==> src/rtl/xnor_hidden_roclk_pkg.sv <==
// bnnroclk_pkg: shared FSM state type and width helpers for the bnnroclk datapath.
package bnnroclk_pkg;
  typedef enum logic [1:0] {IDLE, HID, CLS, DONE} state_t;
  function automatic int sum_w(input int n);
    return $clog2(n + 1);
  endfunction
  function automatic int idx_w(input int n);
    return n > 1 ? $clog2(n) : 1;
  endfunction
endpackage

==> src/rtl/xnor_hidden_roclk_popcount.sv <==
// popcount_xnor: combinational count of matching bit positions between a and b.
module popcount_xnor import bnnroclk_pkg::*; #(
  parameter int WIDTH = 4
) (
  input  logic [WIDTH-1:0]           a,
  input  logic [WIDTH-1:0]           b,
  output logic [sum_w(WIDTH)-1:0]    count
);
  localparam int CW = sum_w(WIDTH);
  always_comb begin
    count = '0;
    for (int i = 0; i < WIDTH; i++) count = count + CW'(~(a[i] ^ b[i]));
  end
endmodule

==> src/rtl/xnor_hidden_roclk.sv <==
// xnor_hidden_roclk: row-clocked XNOR-popcount hidden layer plus class sweep sequencer.
// Optional stall input enabled by defining XNOR_HIDDEN_ROCLK_STALL_EN.
module xnor_hidden_roclk import bnnroclk_pkg::*; #(
  parameter int FEAT_CNT   = 4,
  parameter int HIDDEN_CNT = 4,
  parameter int CLASS_CNT  = 4,
  parameter int THRESH     = (FEAT_CNT + 1) / 2,
  parameter logic [HIDDEN_CNT*FEAT_CNT-1:0] WEIGHTS = '0
) (
  input  logic                           clk,
  input  logic                           rst,
`ifdef XNOR_HIDDEN_ROCLK_STALL_EN
  input  logic                           stall,
`endif
  input  logic [FEAT_CNT-1:0]            data,
  input  logic                           start,
  output logic                           busy,
  output logic [HIDDEN_CNT-1:0]          hidden,
  output logic                           enable_out,
  output logic [idx_w(HIDDEN_CNT)-1:0]   cnt_out,
  output logic                           clr_out,
  output logic                           done
);
  localparam int IW = idx_w(HIDDEN_CNT);
  localparam int SW = sum_w(FEAT_CNT);
  generate
    if (CLASS_CNT > HIDDEN_CNT || CLASS_CNT < 1) begin : g_bad_cfg
      $error("CLASS_CNT must be in 1..HIDDEN_CNT");
    end
  endgenerate
  state_t state, state_n;
  logic [IW-1:0] idx, idx_n;
  logic [FEAT_CNT-1:0] x_reg, x_n;
  logic [HIDDEN_CNT-1:0] hidden_n;
  logic [SW-1:0] p;
  logic clr_q, hold, fire, last_h, last_c;
`ifdef XNOR_HIDDEN_ROCLK_STALL_EN
  assign hold = stall;
`else
  assign hold = 1'b0;
`endif
  popcount_xnor #(.WIDTH(FEAT_CNT)) u_pop (
    .a(WEIGHTS[idx*FEAT_CNT +: FEAT_CNT]),
    .b(x_reg),
    .count(p)
  );
  assign fire   = 32'(p) >= 32'(THRESH);
  assign last_h = idx == IW'(HIDDEN_CNT - 1);
  assign last_c = idx == IW'(CLASS_CNT - 1);
  always_comb begin
    state_n  = state;
    idx_n    = idx;
    x_n      = x_reg;
    hidden_n = hidden;
    case (state)
      IDLE: if (start) begin
        x_n      = data;
        hidden_n = '0;
        idx_n    = '0;
        state_n  = HID;
      end
      HID: if (!hold) begin
        hidden_n[idx] = fire;
        idx_n         = last_h ? '0 : idx + 1'b1;
        state_n       = last_h ? CLS : HID;
      end
      CLS: if (!hold) begin
        idx_n   = last_c ? '0 : idx + 1'b1;
        state_n = last_c ? DONE : CLS;
      end
      default: state_n = IDLE;
    endcase
  end
  always_ff @(posedge clk or posedge rst) begin
    if (rst) begin
      state  <= IDLE;
      idx    <= '0;
      x_reg  <= '0;
      hidden <= '0;
      clr_q  <= 1'b0;
    end else begin
      state  <= state_n;
      idx    <= idx_n;
      x_reg  <= x_n;
      hidden <= hidden_n;
      clr_q  <= state == IDLE && start;
    end
  end
  assign busy       = state != IDLE;
  assign enable_out = state == CLS && !hold;
  assign cnt_out    = state == CLS ? idx : '0;
  assign clr_out    = clr_q;
  assign done       = state == DONE;
endmodule

==> config.mk <==
export PLATFORM = sky130hd
export DESIGN_NAME = xnor_hidden_roclk
export DESIGN_NICKNAME = d
export VERILOG_FILES = /design/src/rtl/xnor_hidden_roclk_pkg.sv /design/src/rtl/xnor_hidden_roclk_popcount.sv /design/src/rtl/xnor_hidden_roclk.sv
export SDC_FILE = /design/constraint.sdc
export NUM_CORES = 1
export LEC_CHECK = 0
export CAP_MARGIN = 5
export CELL_PAD_IN_SITES_DETAIL_PLACEMENT = 1
export CELL_PAD_IN_SITES_GLOBAL_PLACEMENT = 1
export CORE_MARGIN = 10
export CORE_UTILIZATION = 38
export DETAILED_ROUTE_END_ITERATION = 8
export MAX_ROUTING_LAYER = met4
export PLACE_DENSITY_LB_ADDON = 0.1
export SLEW_MARGIN = 20
export SYNTH_ARGS = -nofsm -noshare
export SYNTH_HDL_FRONTEND = slang
export SYNTH_HIERARCHICAL = 1
export SYNTH_SLANG_ARGS = --single-unit
==> constraint.sdc <==
create_clock -name clk -period 2.8 [get_ports clk]
set_input_delay 0.56 -clock clk [delete_from_list [all_inputs] [get_ports clk]]
set_output_delay 0.56 -clock clk [all_outputs]
set_load 0.03 [all_outputs]
==> qor.txt <==
status: finished clean
setup bufs post-CTS: 0
synth warn: 6
area delta synth->final: 29.0%
internal power: 0.629 mW
Post-DRT Antenna Nets: 0
Num CTS Buffers: 3
Gate power share: 0.592
Vias: 585
root buf cell: clkbuf_4
post-route insts no fill: 121
H-tree depth: 1
largest net degree at the start of global routing: 14
critical path arrival: 1.88 ns
final net count: 116
Detailed Routing Iterations Pass 1: 4
Seq pwr share: 0.306
Setup crit end kind: output port
total wire length: 1700 um
Final Util: 0.520
Final Hold Vio Count: 0
crit path max fanout: 6
proportion of netlist area held by the largest area contributor: 0.408
average wire per cell in the routed design: 14.1 um
Max Slew Vio Count: 0
critical path required time: 2.24 ns
sequential area share after synthesis: 0.408
Crit Path Class: reg2out
detail-routed via count per cell: 4.83
number of global-route vias before repair: 623
maximum VDD drop: 0.000596 V
final worst path period need: 2.44 ns
syn avg cell area: 11.2 um^2
top cells by area, synth: dfrtp_1 41%, ha_1 20%, mux2_2 7.1%, inv_1 4.7%, a32o_1 3.8%
Switching Fraction: 0.438
cts repair resizes: 0
Worst-Skew Late Latency: 0.27 ns
Iter 0 DRT Violations: 11
Post-DP HPWL: 1400 um
CTS tree: done
max_cap viols: 0
Core ar.: 1980 um^2
chip width: 65.8 um
RSZ-0062 raised after global routing: false
Die H: 65.8 um
switching power: 0.491 mW
highest clock rate: 410 MHz
ANT cells: 0
Min-Delay Path Class: reg2reg
CTS sink count: 13
Layout fillers: 226
dominant cell type by area after synthesis: dfrtp_1
synthesized cell area: 798 um^2
P_leak: 0.504 nW
Buffers on Ports: 16
PD cells: 1090 nW/um^2
Mapped Cells: 71
share of cells above drive strength 1: 0.0851
setup violators final: 0
CTS Hold Buffers Added: 0
I/O pin count: 17
register bit total from synthesis: 13
Unique masters post-synth: 20
GPL Wtd Cong: 0.726
GRT overflow: 0
row count: 16
die area: 4330 um^2
Pwr Total: 1.12 mW
Critical Path Start Type: flip-flop
Clk pwr share: 0.102
Initial Util: 0.403
period utilization: 0.871
first-pass GRT wire length: 2920 um
initial antenna violation count: 0
Worst-path clk slew: 0.08 ns
Inst Count DP: 117
CTS max path bufs: 2
DRC: 0
Layout Skew: 0.00184 ns
GRT Total Usage: 0.0867
setup TNS: 0 ns
[worst max-delay path, cell delays in order (launching register included)]
cell             delay, ns
dfrtp_1               0.44
inv_1                 0.19
ha_1                  0.19
and2_1                0.12
clkdlybuf4s50_1       0.66
[synth_stat cells]
library cell	instances
nand3_1	2
nand2b_1	2
conb_1	1
nand2_1	2
o21ai_1	3
xor2_1	3
o21ai_0	2
dfrtp_1	13
xnor2_1	1
o211a_1	1
a32o_1	3
o211ai_1	1
inv_1	10
a31oi_1	2
nor2_1	1
a22o_1	3
ha_1	13
mux2_2	5
and2_1	2
fa_1	1
[per-stage QoR]
step	area, um^2	setup slack (ns)	hold slack, ns
3_5_place_dp	1000	0.535	0.498
2_1_floorplan	810	0.639	0.437
4_1_cts	1030	0.337	0.515
6_report	1030	0.361	0.508
5_1_grt	1030	0.244	0.535
3_3_place_gp	1000	0.585	0.494
[kinds of logic (layout without fill, tap and decap cells)]
logic type / count (synthesis) / in the layout / share of synthesized area
buffers and inverters: 10 / 30 / 0.0470
and+or+nand+nor: 9 / 9 / 0.0580
AOI/OAI and AO/OA: 15 / 15 / 0.140
muxes: 5 / 5 / 0.0705
adders and majority gates: 14 / 14 / 0.229
DFF: 13 / 13 / 0.408
other: 1 / 4 / 0.00470
xor gates and xnor gates: 4 / 4 / 0.0439
[cell type report]
| class | instances | area [um^2] | area share |
|---|---|---|---|
| timing repair buffer | 16 | 160 | 0.156 |
| tap | 27 | 33.8 | 0.0328 |
| multi-input combinational | 51 | 447 | 0.434 |
| inverter | 10 | 37.5 | 0.0365 |
| clock buffer | 4 | 26.3 | 0.0255 |
| sequential | 13 | 325 | 0.316 |
[cells in the final DEF (no fill, tap or decap)]
cell type / Yosys / layout
clkdlybuf4s50_1: 0 / 16
ha_1: 13 / 13
dfrtp_1: 13 / 13
inv_1: 10 / 10
mux2_2: 5 / 5
conb_1: 1 / 4
a32o_1: 3 / 3
o21ai_1: 3 / 3
a22o_1: 3 / 3
clkbuf_4: 0 / 3
xor2_1: 3 / 3
nand2b_1: 2 / 2
a31oi_1: 2 / 2
o21ai_0: 2 / 2
nand3_1: 2 / 2
nand2_1: 2 / 2
and2_1: 2 / 2
o211a_1: 1 / 1
nor2_1: 1 / 1
o211ai_1: 1 / 1
clkbuf_1: 0 / 1
xnor2_1: 1 / 1
fa_1: 1 / 1
[path summary, 6_finish.rpt]
| kind | start | slack [ns] | cells past startpoint | end |
|---|---|---|---|---|
| max | state[0] | 0.36 | 4 | cnt_out[0] |
| min | hidden[1] | 0.51 | 1 | hidden[1] |
| max reg2reg | x_reg[3] | 0.54 | 7 | hidden[3] |
| min reg2reg | hidden[1] | 0.51 | 1 | hidden[1] |
| max in group asynchronous | rst | 1.86 | 2 | hidden[2] |
| min in group asynchronous | rst | 0.61 | 2 | clr_out |
[layer usage]
metal	up-vias	GRT usage	part of all wire
met2	6	0.149	0.55
met4	0	0.0401	0.0094
met3	4	0.0220	0.025
met1	287	0.0909	0.41
li1	288	-	-
met5	-	-	0
[power by group through the flow]
stage,clock (mW),combinational [mW],sequential [mW]
floorplan,0,0.449,0.368
global placement,0,0.650,0.345
detailed placement,0,0.674,0.348
CTS,0.119,0.677,0.345
global route,0.129,0.755,0.358
finish,0.114,0.663,0.343
(Power assumes the default switching activity.)
